### src/rtl/cache_pkg.sv
// Shared types and helpers for the cache write-back buffer.
package cache_pkg;

  typedef enum logic [1:0] {
    IDLE   = 2'd0,
    RD_MEM = 2'd1,
    WR_MEM = 2'd2
  } wb_state_e;

  // Line width in bits: 32-bit words, 2**line_addr_len of them.
  function automatic int unsigned line_w(input int unsigned line_addr_len);
    return 32'd32 << line_addr_len;
  endfunction

endpackage

### src/rtl/wb_line_fifo.sv
// Circular store of pending (address, line) evictions with head/tail/count.
// With WB_RD_FWD_EN defined, also provides a youngest-match address search port.
module wb_line_fifo
  import cache_pkg::*;
#(
  parameter int unsigned ADDR_LEN = 10,
  parameter int unsigned LINE_W   = 256,
  parameter int unsigned DEPTH    = 4,
  localparam int unsigned CNT_W   = $clog2(DEPTH) + 1
) (
  input  logic                clk,
  input  logic                rst,
  input  logic                push_i,
  input  logic [ADDR_LEN-1:0] push_addr_i,
  input  logic [LINE_W-1:0]   push_line_i,
  input  logic                pop_i,
  output logic [ADDR_LEN-1:0] head_addr_o,
  output logic [LINE_W-1:0]   head_line_o,
  output logic [CNT_W-1:0]    count_o,
  output logic                empty_o,
  output logic                full_o
`ifdef WB_RD_FWD_EN
  ,
  input  logic [ADDR_LEN-1:0] srch_addr_i,
  output logic                srch_hit_o,
  output logic [LINE_W-1:0]   srch_line_o
`endif
);

  localparam int unsigned PTR_W = $clog2(DEPTH);

  logic [ADDR_LEN-1:0] addr_q [DEPTH];
  logic [LINE_W-1:0]   line_q [DEPTH];
  logic [PTR_W-1:0]    head_q, tail_q;
  logic [CNT_W-1:0]    count_q, count_d;
  logic                empty_q, full_q;
  logic                do_push, do_pop;

  assign do_push = push_i && !full_q;
  assign do_pop  = pop_i && !empty_q;

  always_comb begin
    count_d = count_q;
    if (do_push && !do_pop) begin
      count_d = count_q + CNT_W'(1);
    end else if (!do_push && do_pop) begin
      count_d = count_q - CNT_W'(1);
    end
  end

  // Pointers wrap naturally since DEPTH is a power of two.
  always_ff @(posedge clk or posedge rst) begin
    if (rst) begin
      head_q  <= '0;
      tail_q  <= '0;
      count_q <= '0;
      empty_q <= 1'b1;
      full_q  <= 1'b0;
    end else begin
      if (do_push) tail_q <= tail_q + PTR_W'(1);
      if (do_pop)  head_q <= head_q + PTR_W'(1);
      count_q <= count_d;
      empty_q <= (count_d == '0);
      full_q  <= (count_d == CNT_W'(DEPTH));
    end
  end

  // Payload storage; validity is tracked solely by head/count.
  always_ff @(posedge clk) begin
    if (do_push) begin
      addr_q[tail_q] <= push_addr_i;
      line_q[tail_q] <= push_line_i;
    end
  end

  assign head_addr_o = addr_q[head_q];
  assign head_line_o = line_q[head_q];
  assign count_o     = count_q;
  assign empty_o     = empty_q;
  assign full_o      = full_q;

`ifdef WB_RD_FWD_EN
  logic [PTR_W-1:0] srch_idx;

  // Walk oldest to youngest so the last valid match wins.
  always_comb begin
    srch_hit_o  = 1'b0;
    srch_line_o = '0;
    srch_idx    = head_q;
    for (int unsigned i = 0; i < DEPTH; i++) begin
      srch_idx = head_q + PTR_W'(i);
      if ((CNT_W'(i) < count_q) && (addr_q[srch_idx] == srch_addr_i)) begin
        srch_hit_o  = 1'b1;
        srch_line_o = line_q[srch_idx];
      end
    end
  end
`endif

endmodule

### src/rtl/cache_wb_buffer.sv
// Write-back buffer between cache and main memory: absorbs evictions, drains FIFO-order when idle.
// Optional read-hit forwarding from pending entries is enabled by defining WB_RD_FWD_EN.
module cache_wb_buffer
  import cache_pkg::*;
#(
  parameter int unsigned LINE_ADDR_LEN = 3,
  parameter int unsigned ADDR_LEN      = 10,
  parameter int unsigned DEPTH         = 4,
  localparam int unsigned LINE_W       = line_w(LINE_ADDR_LEN),
  localparam int unsigned CNT_W        = $clog2(DEPTH) + 1
) (
  input  logic                clk,
  input  logic                rst,
  input  logic                up_rd_req,
  input  logic                up_wr_req,
  input  logic [ADDR_LEN-1:0] up_addr,
  input  logic [LINE_W-1:0]   up_wr_line,
  output logic [LINE_W-1:0]   up_rd_line,
  output logic                up_gnt,
  output logic                mem_rd_req,
  output logic                mem_wr_req,
  output logic [ADDR_LEN-1:0] mem_addr,
  output logic [LINE_W-1:0]   mem_wr_line,
  input  logic [LINE_W-1:0]   mem_rd_line,
  input  logic                mem_gnt,
  output logic [CNT_W-1:0]    wb_count,
  output logic                wb_empty,
  output logic                wb_full
);

  wb_state_e           state_q, state_d;
  logic                up_gnt_q, up_gnt_d;
  logic [LINE_W-1:0]   up_rd_line_q, up_rd_line_d;
  logic                mem_rd_req_q, mem_rd_req_d;
  logic                mem_wr_req_q, mem_wr_req_d;
  logic [ADDR_LEN-1:0] mem_addr_q, mem_addr_d;
  logic [LINE_W-1:0]   mem_wr_line_q, mem_wr_line_d;

  logic                push_c, pop_c;
  logic [ADDR_LEN-1:0] head_addr_c;
  logic [LINE_W-1:0]   head_line_c;
`ifdef WB_RD_FWD_EN
  logic                fwd_hit_c;
  logic [LINE_W-1:0]   fwd_line_c;
`endif

  wb_line_fifo #(
    .ADDR_LEN (ADDR_LEN),
    .LINE_W   (LINE_W),
    .DEPTH    (DEPTH)
  ) u_fifo (
    .clk         (clk),
    .rst         (rst),
    .push_i      (push_c),
    .push_addr_i (up_addr),
    .push_line_i (up_wr_line),
    .pop_i       (pop_c),
    .head_addr_o (head_addr_c),
    .head_line_o (head_line_c),
    .count_o     (wb_count),
    .empty_o     (wb_empty),
    .full_o      (wb_full)
`ifdef WB_RD_FWD_EN
    ,
    .srch_addr_i (up_addr),
    .srch_hit_o  (fwd_hit_c),
    .srch_line_o (fwd_line_c)
`endif
  );

  always_ff @(posedge clk or posedge rst) begin
    if (rst) begin
      state_q       <= IDLE;
      up_gnt_q      <= 1'b0;
      up_rd_line_q  <= '0;
      mem_rd_req_q  <= 1'b0;
      mem_wr_req_q  <= 1'b0;
      mem_addr_q    <= '0;
      mem_wr_line_q <= '0;
    end else begin
      state_q       <= state_d;
      up_gnt_q      <= up_gnt_d;
      up_rd_line_q  <= up_rd_line_d;
      mem_rd_req_q  <= mem_rd_req_d;
      mem_wr_req_q  <= mem_wr_req_d;
      mem_addr_q    <= mem_addr_d;
      mem_wr_line_q <= mem_wr_line_d;
    end
  end

  // The gnt cycle is skipped entirely: the cache still holds its old request then.
  always_comb begin
    state_d       = state_q;
    up_gnt_d      = 1'b0;
    up_rd_line_d  = up_rd_line_q;
    mem_rd_req_d  = mem_rd_req_q;
    mem_wr_req_d  = mem_wr_req_q;
    mem_addr_d    = mem_addr_q;
    mem_wr_line_d = mem_wr_line_q;
    push_c        = 1'b0;
    pop_c         = 1'b0;
    case (state_q)
      IDLE: begin
        if (!up_gnt_q) begin
`ifdef WB_RD_FWD_EN
          if (up_rd_req && fwd_hit_c) begin
            up_rd_line_d = fwd_line_c;
            up_gnt_d     = 1'b1;
          end else if (up_rd_req) begin
`else
          if (up_rd_req && wb_empty) begin
`endif
            mem_rd_req_d = 1'b1;
            mem_addr_d   = up_addr;
            state_d      = RD_MEM;
          end else if (up_wr_req && !up_rd_req && !wb_full) begin
            push_c   = 1'b1;
            up_gnt_d = 1'b1;
          end else if (!wb_empty) begin
            mem_wr_req_d  = 1'b1;
            mem_addr_d    = head_addr_c;
            mem_wr_line_d = head_line_c;
            state_d       = WR_MEM;
          end
        end
      end
      RD_MEM: begin
        if (mem_gnt) begin
          up_rd_line_d = mem_rd_line;
          up_gnt_d     = 1'b1;
          mem_rd_req_d = 1'b0;
          state_d      = IDLE;
        end
      end
      WR_MEM: begin
        // Head entry stays valid (and forwardable) until memory accepts it.
        if (mem_gnt) begin
          pop_c        = 1'b1;
          mem_wr_req_d = 1'b0;
          state_d      = IDLE;
        end
      end
      default: state_d = IDLE;
    endcase
  end

  assign up_gnt      = up_gnt_q;
  assign up_rd_line  = up_rd_line_q;
  assign mem_rd_req  = mem_rd_req_q;
  assign mem_wr_req  = mem_wr_req_q;
  assign mem_addr    = mem_addr_q;
  assign mem_wr_line = mem_wr_line_q;

endmodule

### config.mk
export PLATFORM = sky130hd
export DESIGN_NAME = cache_wb_buffer
export DESIGN_NICKNAME = d
export VERILOG_FILES = /design/src/rtl/cache_pkg.sv /design/src/rtl/wb_line_fifo.sv /design/src/rtl/cache_wb_buffer.sv
export SDC_FILE = /design/constraint.sdc
export NUM_CORES = 1
export LEC_CHECK = 0
export CORE_AREA = 2 2 416 418
export CTS_CLUSTER_DIAMETER = 80
export CTS_CLUSTER_SIZE = 16
export DETAILED_ROUTE_END_ITERATION = 16
export DIE_AREA = 0 0 418 420
export PLACE_DENSITY = 0.62
export SLEW_MARGIN = 20
export SYNTH_ARGS = -nofsm -noshare
export SYNTH_HDL_FRONTEND = slang
export SYNTH_SLANG_ARGS = --single-unit
export TNS_END_PERCENT = 5
### constraint.sdc
create_clock -name clk -period 24.9 [get_ports clk]
set_clock_uncertainty 0.05 [all_clocks]
set_input_delay 4.98 -clock clk [delete_from_list [all_inputs] [get_ports clk]]
set_output_delay 4.98 -clock clk [all_outputs]
set_load 0.01 [all_outputs]
==> run metrics <==
largest family of logic cells by synthesized area=multiplexers; largest stage delay on the critical path=0.92 ns; PortBufs=1056; number of antenna violations at the first check in global routing=37; Antenna Violating Nets Remaining=0; worst-path maximum fanout=83; worst-case hold slack=0.4358 ns; Synth Area in Simple Gates=0.3138%; startpoint of the tightest hold check path=mem_wr_line[216]$_DFFE_PP0P_; starting density of the core=34.28%; row cnt=152; reported leakage power=26.30 nW; worst setup path start=mem_gnt; proportion of synthesized flip-flops having asynchronous set or reset=33.50%; max-slew violation count=0; number of buffers on the longest clock path=3; hold-fix buffer count after cts=0; crit path cell chain=clkdlybuf4s50_1, nand2_4, buf_4, buf_4, buf_4, buf_4, mux2_2; Die Ht=420 um; fraction of synthesized cell area in xor and xnor cells=0.05977%; number of enable flip-flop cells after synthesis=1064; weighted congestion at the end of routability-driven global placement=0.7819; number of maximum-capacitance constraint violations=0; drt first-iter violations=1776; clock insertion delay at the later pin of the skew report=0.77 ns; fin util=43.99%; result of the run=finished, final reports clean; most common cell after layout, fill and taps aside=edfxtp_1; layout cell share with drive strength beyond 1=25.33%; Yosys Warn Count=0; worst reg-to-reg setup slack=20.21 ns; horizontal die dimension=418 um; total of flip-flops plus latches after synthesis=1600; buffer cell driving the clock tree root=clkbuf_16; number of setup buffers added after CTS=0; synthesized area divided by synthesized cell count=22.50 sq um; sort of element at the end of the critical path=flip-flop; post-synthesis mux area share=20.23%; Post-Synth Adder-Cell Area=0.1921%; leading cell types in the layout, fill and taps excluded=edfxtp_1 (1064), clkdlybuf4s50_1 (1056), dfrtp_1 (533); transition time at the pin with the least slew margin=1.110 ns; HPWL reported at the end of detailed placement=102200 um; most used flip-flop cell after synthesis=edfxtp_1; Pre-Repair DR Iteration Count=5; routed length per instance=25.25 um; maximum number of pins on one net before global-route repair=161; TritonCTS clock tree=done; startpoint of the worst register-to-register path=state_q[1]$_DFFE_PP0P_; clock buffers created by TritonCTS=116; residual overflow from global routing=0; layout overhead on the synthesized area=28.31%; placeable core region=171000 sq um; H-tree depth=3; data required time at the worst endpoint=25.48 ns; final count of negative-setup-slack endpoints=0; vias per std cell=4.814; highest-delay cell along the critical path=buf_4; min cycle time layout=8.781 ns; Setup Crit Path Kind=in -> reg; overall global routing resource usage=16.81%; first-pass GRT wire length=215200 um; Post-Synthesis Cell Area=58610 sq um; aggregate negative setup slack=0 ns; post-synth net total=3141; most numerous cell on the critical path=buf_4; final count of hold timing violations=0; period utilisation layout=35.27%; total number of vias=29100; Max IR drop VDD=0.1034 mV; fin nets=4236; number of different library cells in the post-synthesis netlist=44; post-cts resize count=0; worst min path class=reg -> reg; top-level port count=1057; WP data arrival=9.36 ns; synthesized netlist cell count=2605; setup repair after global routing missed its margin=no; vias in the first global route=30040; post-synthesis compound-gate area fraction=0.3928%; relative slew slack=26.02%; clock slew at the register clock pins of the worst setup and hold paths=0.07 ns; wirelength, routed=152700 um; power per cell area=114.7 nW/um^2; Fmax achieved=113.9 MHz; floorplan die area=175600 sq um; startpoint class of the critical path=primary input; share of synthesized area occupied by flip-flops and latches=77.40%; number of remaining DRC errors=0; Clock Sinks=1600
[synthesized netlist by cell type, types with 4 or more instances]
| library cell | number | area share (%) |
|---|---|---|
| edfxtp_1 | 1064 | 55 |
| dfrtp_1 | 535 | 23 |
| mux2_2 | 501 | 9.6 |
| mux4_2 | 266 | 10 |
| buf_2 | 40 | 0.34 |
| buf_4 | 30 | 0.38 |
| clkbuf_1 | 30 | 0.19 |
| inv_1 | 20 | 0.13 |
| buf_6 | 18 | 0.35 |
| mux2_1 | 11 | 0.21 |
| mux2i_1 | 10 | 0.17 |
| o22ai_1 | 10 | 0.11 |
| ha_1 | 9 | 0.19 |
| o21ai_0 | 9 | 0.077 |
| nand2_1 | 5 | 0.032 |
| nor2_1 | 5 | 0.032 |
| a21oi_1 | 4 | 0.034 |
| and3_1 | 4 | 0.043 |
| xnor2_1 | 4 | 0.060 |
[registers in the layout, indices dropped and copies added (netlist names), 2 cells and up]
signal / flops
mem_addr: 10
mem_wr_line: 256
state_q: 2
u_fifo.addr_q: 40
u_fifo.count_o: 3
u_fifo.head_q: 2
u_fifo.line_q: 1024
u_fifo.tail_q: 2
up_rd_line: 256
[cell families after synthesis]
kind of cell,count (synthesis)
mux,788
xor+xnor,4
flops,1600
fa+ha+maj,9
simple gates,28
compound gates,35
buf+inv,141
[metal layers]
| layer | wire length [um] | part of all wire [%] | GRT usage (%) |
|---|---|---|---|
| met1 | 57550 | 38 | 19.60 |
| met2 | 81550 | 53 | 30.05 |
| met3 | 7895 | 5.2 | 3.471 |
| met4 | 5594 | 3.7 | 6.920 |
| met5 | 96 | 0.063 | 0 |
[final timing paths]
check,to,cells after the start
hold reg to reg,mem_wr_line[216]$_DFFE_PP0P_,1
setup / recovery,up_rd_line[245]$_DFFE_PP0P_,7
setup reg to reg,up_rd_line[245]$_DFFE_PP0P_,8
min in group asynchronous,up_rd_line[217]$_DFFE_PP0P_,2
hold / removal,mem_wr_line[216]$_DFFE_PP0P_,1
max in group asynchronous,mem_wr_line[69]$_DFFE_PP0P_,4
[worst max-delay path: cells and delay by family]
kind                   cells  cell delay [ns]
muxes                      1             0.42
and+or+nand+nor            1             0.20
buffers and inverters      5             3.50
[layout make-up]
type	count	area, sq um
fillers	14770	95770
flip-flops and latches	1600	45370
multi-input cells	864	12450
repair buffers	1098	10950
clock buffers	195	3217
well taps	2233	2794
clock inverters	21	304.0
inverters	20	82.58
diodes	15	37.54
[where the power goes]
group | internal [mW] | switching, mW
Clock | 0.905 | 0.932
Sequential | 3.44 | 0.301
Combinational | 1.72 | 1.34
Total | 6.06 | 2.57
[stage by stage]
stage	power (mW)	instances	setup WS [ns]	area, sq um
final	8.629	6046	16.12	75200
after global routing	9.028	6043	15.97	75200
after CTS	8.776	6031	16.26	75170
after detailed placement	6.922	5815	15.41	71650
after global placement	6.886	5815	15.44	71650
after floorplan	5.419	2605	4.891	58610
Note: power is estimated with default switching activity, not from simulation.
==> patch 1: new RTL, config.mk and constraints unchanged <==
Take the reset off `mem_addr_q` and `mem_wr_line_q` and load them in a clocked block of their own.
--- a/src/rtl/cache_wb_buffer.sv
+++ b/src/rtl/cache_wb_buffer.sv
@@ -76,6 +76,4 @@
       mem_rd_req_q  <= 1'b0;
       mem_wr_req_q  <= 1'b0;
-      mem_addr_q    <= '0;
-      mem_wr_line_q <= '0;
     end else begin
       state_q       <= state_d;
@@ -84,7 +82,10 @@
       mem_rd_req_q  <= mem_rd_req_d;
       mem_wr_req_q  <= mem_wr_req_d;
-      mem_addr_q    <= mem_addr_d;
-      mem_wr_line_q <= mem_wr_line_d;
     end
+  end
+
+  always_ff @(posedge clk) begin
+    mem_addr_q    <= mem_addr_d;
+    mem_wr_line_q <= mem_wr_line_d;
   end
 
Check against the original RTL: not settled (the Yosys comparison gave no result); the edit may change what the design does.
==> patch 1 against the original RTL <==
- count of clock-buffer cells in the layout down 39
- clock power down 2%
- sequential share of layout area rose by 3.3 points
- total power decreased by 3.1%
- sequential cell count did not move
- worst setup slack improved by 0.55 ns
- synthesized cell count decreased by 12%
- critical path depth unchanged
- routed wire length grew 3.0%
- critical path type unchanged
- cell area is 2.4% lower
- first-iteration DRC count increased by 16%
- synthesized area is 3.3% lower
==> patch 1: results (changes against the original RTL) <==
Final layout
  – Diodes inserted: 11 (-4)
  – Final core utilization: 0.429 (-0.0106)
  – Repair and plain buffers: 1085 (-1.2%)
  – Post-route non-filler standard cell count: 5710 (-5.6%)
  – Seq_cells: 1600 (unchanged)
  – Clock buffers: 156 (-20%)
  – Register fraction of the total cell area: 0.636 (+0.0331)
  – Fillers: 14774 (+0.047%)
  – Fraction of area in multi-input gates: 0.130 (-0.0356)
  – Clock-cell share: 0.0461 (-0.000750)
  – Fraction of layout cells with a size suffix above 1: 0.207 (-0.0461)
  – Non-clock buffer area fraction after layout: 0.149 (+0.00296)
  – #MultiIn Comb: 599 (-31%)

Yosys
  – EDFF count, synth: 1330 (+25%)
  – Complex-gate fraction of the synthesized area: 0.00227 (-0.00165)
  – Multiplexer share of the synthesized area: 0.159 (-0.0437)
  – Syn Nets: 2835 (-9.7%)
  – Fraction of the yosys area taken by sequential cells: 0.824 (+0.0503)
  – Ys async rst share: 0.169 (-0.166)
  – Average size of a mapped cell: 24.6 sq um (+9.5%)
  – Adder-cell share of the synthesized area: 0.00199 (+0.0000665)
  – Synth area leaders: edfxtp_1, dfrtp_1, mux4_2

Detailed routing
  – WL per Instance: 27.5 um (+9.1%)
  – DR vias/cell: 4.75 (-1.2%)
  – Initial drt markers: 2058 (+16%)
  – Met2 WL: 83.3 mm (+2.1%)

Power
  – Leak: 24.6 nW (-6.4%)
  – PD cells: 114 nW/um^2 (-0.73%)

Place
  – Gpl congestion: 0.905 (+16%)
  – Hpwl dp: 108 mm (+5.3%)
  – Pre-CTS setup slack: 15.78 ns (+0.378 ns)

GRT
  – Initial antenna violation count: 30 (-19%)
  – Met2 GRT Util: 0.313 (+0.0129)
  – Largest net degree at the start of global routing: 145 (-9.9%)
  – Total Routing Usage GR: 0.174 (+0.00604)
  – M3 GR Usage: 0.0498 (+0.0150)

Status
  – Outcome: finished, final reports clean

Setup path
  – Crit path DAT: 8.57 ns (-0.79 ns)
  – Largest stage delay on the critical path: 0.71 ns (-0.21 ns)
  – Crit-path max FO: 50 (-40%)

Timing
  – Relative slew slack: 0.273 (+0.0129)
## patch 1: cell count changes after synthesis, sizes merged, moves of 4 or more
cell / before / now
buf: 91 / 75
clkbuf: 30 / 16
dfrtp: 535 / 269
edfxtp: 1064 / 1330
inv: 20 / 9
mux2: 512 / 266
mux2i: 10 / 0
nor2: 5 / 9
o21ai: 9 / 4
o22ai: 10 / 0
## patch 1: path summary, 6_finish.rpt
path,cells past startpoint,start,slack (ns),end
setup / recovery,7,up_rd_req,16.67,u_fifo.line_q[0][146]
hold / removal,1,up_rd_line[132],0.46,up_rd_line[132]
setup reg to reg,4,u_fifo.head_q[0],20.47,mem_wr_line[83]
hold reg to reg,1,up_rd_line[132],0.46,up_rd_line[132]
max in group asynchronous,3,rst,18.79,up_rd_line[42]
min in group asynchronous,2,rst,4.64,up_rd_line[177]
## patch 1: power by group
group          internal, mW  switching [mW]  leakage (nW)
registers              3.63           0.293          15.5
logic                  1.36            1.28          7.51
clock network         0.904           0.898          1.64
total                  5.89            2.47          24.6
==> patch 2: new RTL, config.mk and constraints unchanged <==
Without the edit above. `ADDR_LEN` is set to 10 in 2 places; all go to 5.
--- a/src/rtl/wb_line_fifo.sv
+++ b/src/rtl/wb_line_fifo.sv
@@ -4,5 +4,5 @@
   import cache_pkg::*;
 #(
-  parameter int unsigned ADDR_LEN = 10,
+  parameter int unsigned ADDR_LEN = 5,
   parameter int unsigned LINE_W   = 256,
   parameter int unsigned DEPTH    = 4,
--- a/src/rtl/cache_wb_buffer.sv
+++ b/src/rtl/cache_wb_buffer.sv
@@ -5,5 +5,5 @@
 #(
   parameter int unsigned LINE_ADDR_LEN = 3,
-  parameter int unsigned ADDR_LEN      = 10,
+  parameter int unsigned ADDR_LEN      = 5,
   parameter int unsigned DEPTH         = 4,
   localparam int unsigned LINE_W       = line_w(LINE_ADDR_LEN),
Interface: changed (resized mem_addr and up_addr); port bits go from 1057 to 1047. The function was not compared with the original's and may differ.
==> patch 2 against the original RTL <==
- routed wire length is 4.5% higher
- first-iteration DRC count is 10% higher
- cell area is 1.5% lower
- synthesized area is 1.9% lower
- largest cell class unchanged
- sequential cell count is 25 lower
- worst setup slack better by 0.39 ns
- final cell count is 1.3% lower
- total power is 1.5% lower
==> patch 2: results (changes against the original RTL) <==
Status
  – Outcome: finished, final reports clean

Detailed routing
  – Routed vias: 28748 (-1.2%)
  – DRT Pass-1 Iters: 5 (unchanged)
  – DR vias/cell: 4.82 (about the same)
  – Initial drt markers: 1958 (+10%)
  – WL per Instance: 26.7 um (+5.8%)

Place
  – Cells after DPL: 5752 (-1.1%)
  – Hpwl dp: 109 mm (+6.6%)
  – Area after DPL: 70600 sq um (-1.5%)
  – Pre-CTS setup slack: 15.71 ns (+0.306 ns)
  – Gpl congestion: 0.827 (+5.7%)
  – # port buffers: 1046 (-0.95%)

Clock network
  – Worst-skew pair later-pin latency: 0.74 ns (-0.03 ns)
  – Setup bufs post-CTS: 0 (unchanged)
  – Num CTS Buffers: 114 (-1.7%)

Setup path
  – Crit path DAT: 8.69 ns (-0.67 ns)
  – Largest stage delay on the critical path: 0.89 ns (-0.03 ns)
  – Slowest-stage cell, CP: and3_4
  – Crit-path max FO: 60 (-28%)

Final layout
  – #MultiIn Comb: 851 (-1.5%)
  – Fraction of layout cells with a size suffix above 1: 0.208 (-0.0450)
  – Non-clock inverters: 14 (-30%)
  – Fillers: 14862 (+0.64%)
  – Sequential cell area: 44600 sq um (-1.6%)
  – Non-clock buffer area fraction after layout: 0.146 (+0.000504)
  – Fin nets: 4166 (-1.7%)
  – Clock buffers: 192 (-1.5%)
  – Area growth from synthesis to layout: 28.8%
  – Fraction of area in multi-input gates: 0.165 (-0.000205)
  – Seq_cells: 1575 (-1.6%)
  – Area occupied by multi-input gates: 12200 sq um (-1.6%)
  – Clock-cell share: 0.0470 (+0.000221)
  – Final core utilization: 0.433 (-0.00658)
  – Repair and plain buffers: 1079 (-1.7%)
  – Diodes inserted: 10 (-5)

Power
  – Leak: 25.9 nW (-1.4%)
  – Peak VDD IR: 0.0000765 V (-26%)

Yosys
  – Top cells by count, synth: edfxtp_1, dfrtp_1, mux2_2, mux4_2, mux2_1
  – Synth area leaders: edfxtp_1, dfrtp_1, mux4_2
  – Unique masters post-synth: 43 (-2.3%)
  – Ys async rst share: 0.337 (+0.00214)
  – Synth Instances: 2557 (-1.8%)
  – Syn Nets: 3088 (-1.7%)
  – Ys Warns: 0 (unchanged)
  – EDFF count, synth: 1044 (-1.9%)
  – Fraction of the yosys area taken by sequential cells: 0.776 (+0.00225)

GRT
  – Overflow after GRT: 0 (unchanged)
  – Largest net degree at the start of global routing: 150 (-6.8%)
  – Global-route wire length before repair: 221 mm (+2.8%)
  – Total Routing Usage GR: 0.177 (+0.00865)
  – Initial antenna violation count: 49 (+32%)

Timing
  – Least-Margin Pin Slew: 1.22 ns (+0.112 ns)
## patch 2: cell types whose count changed after synthesis, moves of 2 or more
cell / before / now
mux2i_1: 10 / 4
buf_4: 30 / 27
mux2_2: 501 / 333
o22ai_1: 10 / 4
clkbuf_1: 30 / 46
mux2_1: 11 / 180
inv_1: 20 / 14
dfrtp_1: 535 / 530
buf_2: 40 / 42
edfxtp_1: 1064 / 1044
mux4_2: 266 / 261
buf_6: 18 / 0
nand2_1: 5 / 8
## patch 2: power by group
part | switching (mW) | leakage [nW] | total [mW] | internal [mW]
registers | 0.345 | 15.8 | 3.73 | 3.39
clock network | 0.896 | 1.67 | 1.82 | 0.928
logic | 1.32 | 8.46 | 2.95 | 1.63
## patch 2: per-layer routing
layer  global-route usage  wire, um
met1                0.207     60300
met2                0.314     83800
met3               0.0425      9570
met4               0.0638      5620
met5                    0       232
## patch 2: path summary, 6_finish.rpt
path / from / endpoint / slack, ns / depth (start not counted)
hold / removal: mem_wr_line[87] / mem_wr_line[87] / 0.43 / 1
hold reg to reg: mem_wr_line[87] / mem_wr_line[87] / 0.43 / 1
max in group asynchronous: rst / mem_wr_line[87] / 17.78 / 4
min in group asynchronous: rst / up_rd_line[251] / 4.81 / 2
setup reg to reg: state_q[1] / u_fifo.line_q[1][122] / 20.35 / 6
setup / recovery: up_rd_req / u_fifo.line_q[1][122] / 16.51 / 6
## patch 2: kinds of logic after synthesis
group,share of synthesized area
xor+xnor,0.000609
fa+ha+maj,0.00196
flops,0.776
simple gates,0.00322
buf+inv,0.0112
mux,0.203
compound gates,0.00335
## patch 2: worst reg2reg max path: cells and delay by family (launching register included)
kind / cells / cell delay, ns
buffers and inverters: 3 / 1.83
and+or+nand+nor: 2 / 1.53
DFF: 1 / 0.42
adders and majority gates: 1 / 0.24
